**src/rtl/mem_stage_access_ctrl_if.sv**
```systemverilog
// Bundle between EXE, the MEM-stage access controller, the data memory and WB.
// master = the controller; slave = its environment (EXE, data memory, WB sink).
interface mem_stage_access_ctrl_if #(
  parameter int DATA_W = 32
);
  logic              ex_valid;
  logic              ex_read;
  logic              ex_write;
  logic              ex_memtoreg;
  logic [DATA_W-1:0] ex_addr;
  logic [DATA_W-1:0] ex_wdata;
  logic [4:0]        ex_rd;
  logic              stall;

  logic              mem_req;
  logic              mem_we;
  logic [DATA_W-1:0] mem_addr;
  logic [DATA_W-1:0] mem_wdata;
  logic              mem_ack;
  logic [DATA_W-1:0] mem_rdata;

  logic              wb_valid;
  logic [DATA_W-1:0] wb_data;
  logic [4:0]        wb_rd;
  logic              wb_memtoreg;
  logic              err;

  modport master (
    input  ex_valid, ex_read, ex_write, ex_memtoreg, ex_addr, ex_wdata, ex_rd,
    input  mem_ack, mem_rdata,
    output stall,
    output mem_req, mem_we, mem_addr, mem_wdata,
    output wb_valid, wb_data, wb_rd, wb_memtoreg, err
  );

  modport slave (
    output ex_valid, ex_read, ex_write, ex_memtoreg, ex_addr, ex_wdata, ex_rd,
    output mem_ack, mem_rdata,
    input  stall,
    input  mem_req, mem_we, mem_addr, mem_wdata,
    input  wb_valid, wb_data, wb_rd, wb_memtoreg, err
  );
endinterface

```
**src/rtl/mem_stage_access_ctrl.sv**
```systemverilog
// MEM-stage load/store sequencer: one req/ack memory transaction per access, ALU ops retire in 1 cycle.
// Loads/stores occupy >=2 cycles; stall (combinational) holds EXE until ack or timeout.
module mem_stage_access_ctrl #(
  parameter int DATA_W  = 32,
  parameter int TMO_CYC = 16
) (
  input  logic                   clk,
  input  logic                   rst,
  mem_stage_access_ctrl_if.master bus
);
  localparam int CNT_W = (TMO_CYC > 1) ? $clog2(TMO_CYC) : 1;
  localparam logic [CNT_W-1:0] CNT_LAST = CNT_W'(TMO_CYC - 1);

  typedef enum logic {
    ST_IDLE,
    ST_WAIT
  } state_e;

  state_e            state_q,       state_d;
  logic [CNT_W-1:0]  cnt_q,         cnt_d;
  logic              mem_req_q,     mem_req_d;
  logic              mem_we_q,      mem_we_d;
  logic [DATA_W-1:0] mem_addr_q,    mem_addr_d;
  logic [DATA_W-1:0] mem_wdata_q,   mem_wdata_d;
  logic [4:0]        rd_q,          rd_d;
  logic              memtoreg_q,    memtoreg_d;
  logic              wb_valid_q,    wb_valid_d;
  logic [DATA_W-1:0] wb_data_q,     wb_data_d;
  logic [4:0]        wb_rd_q,       wb_rd_d;
  logic              wb_memtoreg_q, wb_memtoreg_d;
  logic              err_q,         err_d;

  logic acc;
  logic bad;
  logic is_mem_op;
  logic misaligned;
  logic tmo_hit;

  always_comb begin
    is_mem_op  = bus.ex_read | bus.ex_write;
    misaligned = bus.ex_addr[1:0] != 2'b00;
    acc        = bus.ex_valid & (bus.ex_read ^ bus.ex_write);
    bad        = bus.ex_valid & ((bus.ex_read & bus.ex_write) | (is_mem_op & misaligned));
    tmo_hit    = cnt_q == CNT_LAST;
  end

  // Reset gating keeps stall quiet while the pipeline is being flushed.
  assign bus.stall = ~rst & (((state_q == ST_IDLE) & acc & ~bad) |
                             ((state_q == ST_WAIT) & ~bus.mem_ack & ~tmo_hit));

  always_comb begin
    state_d       = state_q;
    cnt_d         = cnt_q;
    mem_req_d     = mem_req_q;
    mem_we_d      = mem_we_q;
    mem_addr_d    = mem_addr_q;
    mem_wdata_d   = mem_wdata_q;
    rd_d          = rd_q;
    memtoreg_d    = memtoreg_q;
    wb_valid_d    = 1'b0;
    wb_data_d     = wb_data_q;
    wb_rd_d       = wb_rd_q;
    wb_memtoreg_d = wb_memtoreg_q;
    err_d         = 1'b0;

    unique case (state_q)
      ST_IDLE: begin
        if (bad) begin
          err_d = 1'b1;
        end else if (acc) begin
          state_d     = ST_WAIT;
          cnt_d       = '0;
          mem_req_d   = 1'b1;
          mem_we_d    = bus.ex_write;
          mem_addr_d  = bus.ex_addr;
          mem_wdata_d = bus.ex_wdata;
          rd_d        = bus.ex_rd;
          memtoreg_d  = bus.ex_memtoreg;
        end else if (bus.ex_valid) begin
          wb_valid_d    = 1'b1;
          wb_data_d     = bus.ex_addr;
          wb_rd_d       = bus.ex_rd;
          wb_memtoreg_d = 1'b0;
        end
      end

      ST_WAIT: begin
        if (bus.mem_ack) begin
          state_d   = ST_IDLE;
          cnt_d     = '0;
          mem_req_d = 1'b0;
          mem_we_d  = 1'b0;
          // Stores retire silently; only loads produce a writeback.
          if (!mem_we_q) begin
            wb_valid_d    = 1'b1;
            wb_data_d     = bus.mem_rdata;
            wb_rd_d       = rd_q;
            wb_memtoreg_d = memtoreg_q;
          end
        end else if (tmo_hit) begin
          state_d   = ST_IDLE;
          cnt_d     = '0;
          mem_req_d = 1'b0;
          mem_we_d  = 1'b0;
          err_d     = 1'b1;
        end else begin
          cnt_d = cnt_q + CNT_W'(1);
        end
      end

      default: begin
        state_d = ST_IDLE;
      end
    endcase
  end

  always_ff @(posedge clk) begin
    if (rst) begin
      state_q       <= ST_IDLE;
      cnt_q         <= '0;
      mem_req_q     <= 1'b0;
      mem_we_q      <= 1'b0;
      mem_addr_q    <= '0;
      mem_wdata_q   <= '0;
      rd_q          <= '0;
      memtoreg_q    <= 1'b0;
      wb_valid_q    <= 1'b0;
      wb_data_q     <= '0;
      wb_rd_q       <= '0;
      wb_memtoreg_q <= 1'b0;
      err_q         <= 1'b0;
    end else begin
      state_q       <= state_d;
      cnt_q         <= cnt_d;
      mem_req_q     <= mem_req_d;
      mem_we_q      <= mem_we_d;
      mem_addr_q    <= mem_addr_d;
      mem_wdata_q   <= mem_wdata_d;
      rd_q          <= rd_d;
      memtoreg_q    <= memtoreg_d;
      wb_valid_q    <= wb_valid_d;
      wb_data_q     <= wb_data_d;
      wb_rd_q       <= wb_rd_d;
      wb_memtoreg_q <= wb_memtoreg_d;
      err_q         <= err_d;
    end
  end

  assign bus.mem_req     = mem_req_q;
  assign bus.mem_we      = mem_we_q;
  assign bus.mem_addr    = mem_addr_q;
  assign bus.mem_wdata   = mem_wdata_q;
  assign bus.wb_valid    = wb_valid_q;
  assign bus.wb_data     = wb_data_q;
  assign bus.wb_rd       = wb_rd_q;
  assign bus.wb_memtoreg = wb_memtoreg_q;
  assign bus.err         = err_q;
endmodule

```
**src/flat_wrapper.sv**
```systemverilog
// flat-port wrapper written by rule: the top's interface ports become plain ports
module mem_stage_access_ctrl_flat 
#(
  parameter int DATA_W  = 32,
  parameter int TMO_CYC = 16
)
  (clk, rst, bus_ex_valid, bus_ex_read, bus_ex_write, bus_ex_memtoreg, bus_ex_addr, bus_ex_wdata, bus_ex_rd, bus_mem_ack, bus_mem_rdata, bus_stall, bus_mem_req, bus_mem_we, bus_mem_addr, bus_mem_wdata, bus_wb_valid, bus_wb_data, bus_wb_rd, bus_wb_memtoreg, bus_err);
  mem_stage_access_ctrl_if #(.DATA_W(DATA_W)) bus_i ();
  input  logic clk;
  input  logic rst;
  input wire logic [$bits(bus_i.ex_valid)-1:0] bus_ex_valid;
  input wire logic [$bits(bus_i.ex_read)-1:0] bus_ex_read;
  input wire logic [$bits(bus_i.ex_write)-1:0] bus_ex_write;
  input wire logic [$bits(bus_i.ex_memtoreg)-1:0] bus_ex_memtoreg;
  input wire logic [$bits(bus_i.ex_addr)-1:0] bus_ex_addr;
  input wire logic [$bits(bus_i.ex_wdata)-1:0] bus_ex_wdata;
  input wire logic [$bits(bus_i.ex_rd)-1:0] bus_ex_rd;
  input wire logic [$bits(bus_i.mem_ack)-1:0] bus_mem_ack;
  input wire logic [$bits(bus_i.mem_rdata)-1:0] bus_mem_rdata;
  output wire logic [$bits(bus_i.stall)-1:0] bus_stall;
  output wire logic [$bits(bus_i.mem_req)-1:0] bus_mem_req;
  output wire logic [$bits(bus_i.mem_we)-1:0] bus_mem_we;
  output wire logic [$bits(bus_i.mem_addr)-1:0] bus_mem_addr;
  output wire logic [$bits(bus_i.mem_wdata)-1:0] bus_mem_wdata;
  output wire logic [$bits(bus_i.wb_valid)-1:0] bus_wb_valid;
  output wire logic [$bits(bus_i.wb_data)-1:0] bus_wb_data;
  output wire logic [$bits(bus_i.wb_rd)-1:0] bus_wb_rd;
  output wire logic [$bits(bus_i.wb_memtoreg)-1:0] bus_wb_memtoreg;
  output wire logic [$bits(bus_i.err)-1:0] bus_err;
  assign bus_i.ex_valid = bus_ex_valid;
  assign bus_i.ex_read = bus_ex_read;
  assign bus_i.ex_write = bus_ex_write;
  assign bus_i.ex_memtoreg = bus_ex_memtoreg;
  assign bus_i.ex_addr = bus_ex_addr;
  assign bus_i.ex_wdata = bus_ex_wdata;
  assign bus_i.ex_rd = bus_ex_rd;
  assign bus_i.mem_ack = bus_mem_ack;
  assign bus_i.mem_rdata = bus_mem_rdata;
  assign bus_stall = bus_i.stall;
  assign bus_mem_req = bus_i.mem_req;
  assign bus_mem_we = bus_i.mem_we;
  assign bus_mem_addr = bus_i.mem_addr;
  assign bus_mem_wdata = bus_i.mem_wdata;
  assign bus_wb_valid = bus_i.wb_valid;
  assign bus_wb_data = bus_i.wb_data;
  assign bus_wb_rd = bus_i.wb_rd;
  assign bus_wb_memtoreg = bus_i.wb_memtoreg;
  assign bus_err = bus_i.err;
  mem_stage_access_ctrl #(.DATA_W(DATA_W), .TMO_CYC(TMO_CYC)) u_core (.clk(clk), .rst(rst), .bus(bus_i));
endmodule
```
**config.mk**
```make
export PLATFORM = sky130hd
export DESIGN_NAME = mem_stage_access_ctrl_flat
export DESIGN_NICKNAME = d
export VERILOG_FILES = /design/src/rtl/mem_stage_access_ctrl_if.sv /design/src/rtl/mem_stage_access_ctrl.sv /design/src/flat_wrapper.sv
export SDC_FILE = /design/constraint.sdc
export NUM_CORES = 1
export LEC_CHECK = 0
export ABC_AREA = 1
export CORE_AREA = 2 2 113 115
export CTS_CLUSTER_DIAMETER = 100
export DETAILED_ROUTE_END_ITERATION = 8
export DIE_AREA = 0 0 115 117
export HOLD_SLACK_MARGIN = 0.15
export PLACE_DENSITY = 0.79
export SYNTH_ARGS = -nofsm -noshare
export SYNTH_HDL_FRONTEND = slang
export SYNTH_SLANG_ARGS = --single-unit
```
**constraint.sdc**
```tcl
create_clock -name clk -period 3.3 [get_ports clk]
set_input_delay 0.495 -clock clk [delete_from_list [all_inputs] [get_ports clk]]
set_output_delay 0.495 -clock clk [all_outputs]
set_load 0.02 [all_outputs]
```
==> flow_summary_export.csv <==
group,metric,value,unit
outcome,status,"completed",
timing,tightest_slew,0.8079,ns
clock_network,cts_tree,"yes",
yosys,synth_flop_cell,"dfxtp_1",
global_route,globalRouteMet1Util,26.27,%
drt,first_pass_iters,4,
yosys,netlist_instances,703,
timing,fmax,339.8,MHz
timing,finClkSkew,0.005489,ns
global_route,use_met2,37.80,%
yosys,async_flop_share,0,%
final_layout,n_antenna_cell,0,
timing,slew_headroom,46.14,%
yosys,synth_xor_area_share,0,%
final_layout,fillers,1064,
yosys,synth_cell_types,23,
yosys,synth_common_cells,"nand2_1, dfxtp_1, nand3_1",
global_route,grt_use_met3,8.496,%
clock_network,cts_hold_buf,0,
global_route,grt_pass1_wl,23.72,mm
yosys,yosysTopAreaCellShare,46.33,%
clock_network,cts_setup_buffers,0,
yosys,syn_area,0.005056,mm²
power_and_ir_drop,vdd_drop_max,0.3129,mV
timing,timing.hold.ws,0.4568,ns
final_layout,final_layout_size_suffix_gt1_share,7.802,%
clock_network,clock_sinks,117,
worst_setup_path,crit_path_end,"bus_stall",
yosys,synth.mux.area_fraction,0,%
worst_setup_path,arrival,2.45,ns
placement,gp_congestion,0.8355,
final_layout,layoutNonFillerInstCount,1060,
yosys,yosysTopAreaCell,"dfxtp_1",
final_layout,nNetsFinal,1010,
yosys,yosys.area_share.adder,0.7424,%
floorplan,die_w,115,µm
drt,wl,15.26,mm
worst_setup_path,endpoint_kind,"output pin",
job,drv_cap,0,
placement,dp.cells,1030,
floorplan,pin_count,215,
worst_setup_path,cp_data_required_time,2.80,ns
worst_setup_path,critPathMaxFanout,3,
clock_network,htree_levels,4,
yosys,avgSynthCellArea,7.192,µm²
drt,drtIter0Drc,240,
clock_network,cts_root_buffer,"clkbuf_16",
global_route,busiest_layer,"met2",
yosys,synth_edf_count,0,
worst_hold_path,hold_class,"register to register",
timing,setup_tns,0,ns
yosys,yosysSeqAreaShare,46.33,%
floorplan,row_count,41,
yosys,synthesis.nets,814,
timing,setup_viol,0,
global_route,overflow,0,
placement,port_buffers,214,
drt,remaining_drc_errors,0,
yosys,synthMostInstantiatedCell,"nand2_1",
timing,min_period,2.943,ns
clock_network,cts-resized-gates,0,
worst_setup_path,r2r_end,"u_core.bus.wb_data[28]",
timing,fin_crit_sh,89.19,%
worst_setup_path,startpoint,"bus_ex_write",
clock_network,clkTransAtPathRegs,0.05,ns
drt,num_vias,5142,
worst_setup_path,worstSetupStartpointType,"input port",
clock_network,clockBufferDepth,2,
worst_setup_path,r2r_start,"u_core.state_q",
yosys,ys_ff_latch,117,
placement,hpwlAfterDp,9.934,mm
yosys,synth.top_cells.by_area,"dfxtp_1, nand3_1, nand2_1, inv_1, o21ai_0",
power_and_ir_drop,p_per_area,502.0,mW/mm²
clock_network,clk_latency,0.41,ns
final_layout,area_delta_synth_final,54.05,%
drt,wl_per_cell,14.40,µm
power_and_ir_drop,leakagePower,0.003180,µW
drt,routed_via_density,4.851,
global_route,antenna_found_initial,0,
worst_setup_path,r2r_cells,8,
timing,slew_viol_final,0,
yosys,synth_compound_area_share,12.03,%
final_layout,utilization,63.26,%
yosys,yosysWarnings,0,
yosys,synth_simple_gate_area_share,29.10,%
global_route,grt_pass1_vias,4766,
power_and_ir_drop,total_power,3910,µW
floorplan,start_util,41.07,%
worst_setup_path,worst-r2r-setup-slack,1.50,ns
global_route,grt_max_degree,78,
floorplan,fp.coreArea,0.01231,mm²
yosys,synth_top_family_by_area,"simple AND/OR/NAND/NOR gates",
floorplan,die_h,117,µm
timing,grt_setup_unrepaired,"no",
timing,hold_violations,0,
drt,ant_nets,0,
clock_network,cts_inserted_buffers,17,
global_route,grt_usage,22.61,%
floorplan,dieArea,0.01346,mm²
worst_setup_path,critPathKind,"input port to output pin",
worst max-delay path, cell delays in order:
cell and delay, ns:
clkdlybuf4s50_1 0.50, inv_1 0.05, ha_1 0.33, nand2_1 0.11, nor2_4 0.10, nand2_2 0.06, a21oi_1 0.11, clkdlybuf4s50_1 0.67
cell families (layout without fill, tap and decap cells):
family / after synthesis / count (layout)
simple gates: 333 / 333
compound gates: 118 / 118
fa+ha+maj: 3 / 3
flops: 117 / 117
buf+inv: 132 / 339
registers in the layout, summed over array words and instances, names as in the netlist:
register,cells
u_core.bus.err,1
u_core.rd_q,5
u_core.memtoreg_q,1
u_core.bus.wb_data,32
u_core.bus.mem_we,1
u_core.bus.wb_valid,1
u_core.bus.wb_rd,5
u_core.cnt_q,4
u_core.bus.mem_wdata,32
u_core.bus.wb_memtoreg,1
u_core.state_q,1
u_core.bus.mem_addr,32
u_core.bus.mem_req,1
metrics by stage:
| step | setup WS, ns | area (µm²) |
|---|---|---|
| 3_5_place_dp | 0.3491 | 7216 |
| 4_1_cts | 0.3366 | 7789 |
| 6_report | 0.3569 | 7789 |
| 2_1_floorplan | 1.070 | 5056 |
| 5_1_grt | 0.2221 | 7789 |
| 3_3_place_gp | 0.3495 | 7216 |
power by group:
part	switching, µW	leakage, µW	internal (µW)
Sequential	31.7	0.000951	1480
Combinational	324	0.00194	299
Clock	611	0.000285	1160
Total	967	0.00318	2940
layout by cell type, fill, tap and decap left out, drive strengths merged:
cell	n
clkinv	2
clkbuf	27
nor3	1
nand4	2
ha	3
bufinv	1
o21bai	1
nand3	117
inv	82
dfxtp	117
o21ai	76
clkdlybuf4s50	214
a21oi	41
nand2	129
buf	13
nor2	83
nand3b	1
layer usage:
layer	share of wire [%]	wire length (µm)	vias up
met5	0	0	-
met4	1.9	292	0
met1	42	6358	2292
met2	47	7139	189
met3	9.7	1473	21
li1	-	-	2640
final cells by class:
cell class,instances,area [µm²],area share (%)
sequential,117,2344,30.09
timing repair buffer,227,2252,28.92
multi-input combinational,454,2120,27.21
clock buffer,27,533.0,6.843
inverter,82,312.8,4.016
tap,150,187.7,2.410
clock inverter,3,40.04,0.5141
worst min path at each step:
| stage | from | end | slack, ns | cells past startpoint |
|---|---|---|---|---|
| CTS | u_core.bus.mem_wdata[10] | u_core.bus.mem_wdata[10] | 0.46 | 2 |
| floorplan | u_core.memtoreg_q | u_core.memtoreg_q | 0.44 | 2 |
| detailed placement | u_core.bus.mem_wdata[10] | u_core.bus.mem_wdata[10] | 0.45 | 2 |
| global route | u_core.bus.mem_wdata[10] | u_core.bus.mem_wdata[10] | 0.47 | 2 |
| global placement | u_core.bus.mem_wdata[16] | u_core.bus.mem_wdata[16] | 0.45 | 2 |
| finish | u_core.bus.mem_wdata[10] | u_core.bus.mem_wdata[10] | 0.46 | 2 |
Note: power is estimated with default switching activity, not from simulation.
==> patch, RTL diff (config.mk and constraints unchanged) <==
Take the reset off `wb_data_q` and load it in a clocked block of its own.
--- a/src/rtl/mem_stage_access_ctrl.sv
+++ b/src/rtl/mem_stage_access_ctrl.sv
@@ -126,5 +126,4 @@
       memtoreg_q    <= 1'b0;
       wb_valid_q    <= 1'b0;
-      wb_data_q     <= '0;
       wb_rd_q       <= '0;
       wb_memtoreg_q <= 1'b0;
@@ -140,9 +139,12 @@
       memtoreg_q    <= memtoreg_d;
       wb_valid_q    <= wb_valid_d;
-      wb_data_q     <= wb_data_d;
       wb_rd_q       <= wb_rd_d;
       wb_memtoreg_q <= wb_memtoreg_d;
       err_q         <= err_d;
     end
+  end
+
+  always_ff @(posedge clk) begin
+    wb_data_q <= wb_data_d;
   end
 
Function: changed (a bounded check fails within 4 cycles, from zero or initial values and one cycle with rst high).
==> patch against the original RTL <==
Sequential cell count stayed put. Total power is 0.58% higher. Combinational power is 26% lower. Synthesized cell count is 26% lower. Wire length is 11% lower. Cell area is 5.6% lower. Final cell count is 16% lower. Area after synthesis is 12% lower. Critical path depth stayed put. Worst setup slack better by 0.47 ns. Critical endpoint unchanged.
==> patch: results (changes against the original RTL) <==
* Adder-Cell Fraction of Synth Area at 0.842% (+0.10 points)
* DP Wirelength at 9.64 mm (-2.9%)
* Post-place instance area at 6740 um^2 (-6.6%)
* Syn Nets at 631 (-22%)
* Top cells by area, synth: dfxtp_1 (38%), edfxtp_1 (22%), nand2_1 (12%), o21ai_0 (7.3%), a21oi_1 (5.1%)
* Final-stage net count at 843 (-17%)
* First-pass GRT wire length at 21.0 mm (-11%)
* Inverters, non-clock at 44 (-46%)
* Final worst path period need at 2.47 ns (-0.474 ns)
* Area Growth Syn to Fin at 65.1%
* Layout cells sized above 1 at 6.04% (-1.8 points)
* Seq area share at 36.2% (+6.1 points)
* Number of fill cells at 1036 (-2.6%)
* Routed wl met3 at 1.34 mm (-8.8%)
* Number of flops mapped to enable cells by yosys at 32 (+32)
* Detailed-route vias per instance at 4.96 (+2.2%)
* Footprint of the multi-input gates at 1490 um^2 (-30%)
* Worst path max stage delay at 0.51 ns (-0.16 ns)
* Final GP Congestion at 0.810 (-3.1%)
* Seq_cells at 117 (unchanged)
* Pleak at 0.00278 uW (-12%)
* Crit path arrival time at 1.97 ns (-0.48 ns)
* Vias in the first global route at 4422 (-7.2%)
* Worst R2R Path Depth at 6 (-2)
* First-pass iteration count of the detailed router at 5 (+1)
* Critical path peak fanout at 4 (+1)
* Global Route met2 Usage at 35.6% (-2.2 points)
* Yosys cell types at 19 (-17%)
* Detailed Route Iter0 Violations at 313 (+30%)
* Slew @ Worst Pin at 0.665 ns (-0.143 ns)
* Pin count of the biggest net entering global routing at 72 (-7.7%)
* Clkbuf count at 21 (-22%)
* Status: completed
* Flop2flop setup slack at 1.56 ns (+0.06 ns)
* DP Cell Count at 863 (-16%)
* Met1 wire length at 5.21 mm (-18%)
* Met3 Usage GRT at 8.19% (-0.31 points)
* WL final at 13.6 mm (-11%)
* Data buffer area share at 30.4% (+1.5 points)
## patch: cell types whose count changed in the layout (fill, tap and decap cells not counted), moves of 20 or more
cell,unedited run,this run
edfxtp_1,0,32
inv_1,79,41
nor2_2,20,0
nor2_1,62,19
dfxtp_1,116,84
nand3_1,117,42
## patch: power by group
| group | internal [uW] | switching, uW |
|---|---|---|
| combinational | 237 | 225 |
| sequential | 1540 | 24.3 |
| clock | 1290 | 618 |
## patch: how the worst min path moves through the flow
stage | startpoint | endpoint | slack [ns]
2_1_floorplan | u_core.memtoreg_q | u_core.memtoreg_q | 0.45
3_5_place_dp | u_core.memtoreg_q | u_core.memtoreg_q | 0.46
4_1_cts | u_core.memtoreg_q | u_core.memtoreg_q | 0.47
3_3_place_gp | u_core.bus.mem_wdata[26] | u_core.bus.mem_wdata[26] | 0.45
6_report | u_core.bus.mem_wdata[30] | u_core.bus.mem_wdata[30] | 0.46
5_1_grt | u_core.bus.mem_wdata[8] | u_core.bus.mem_wdata[8] | 0.48
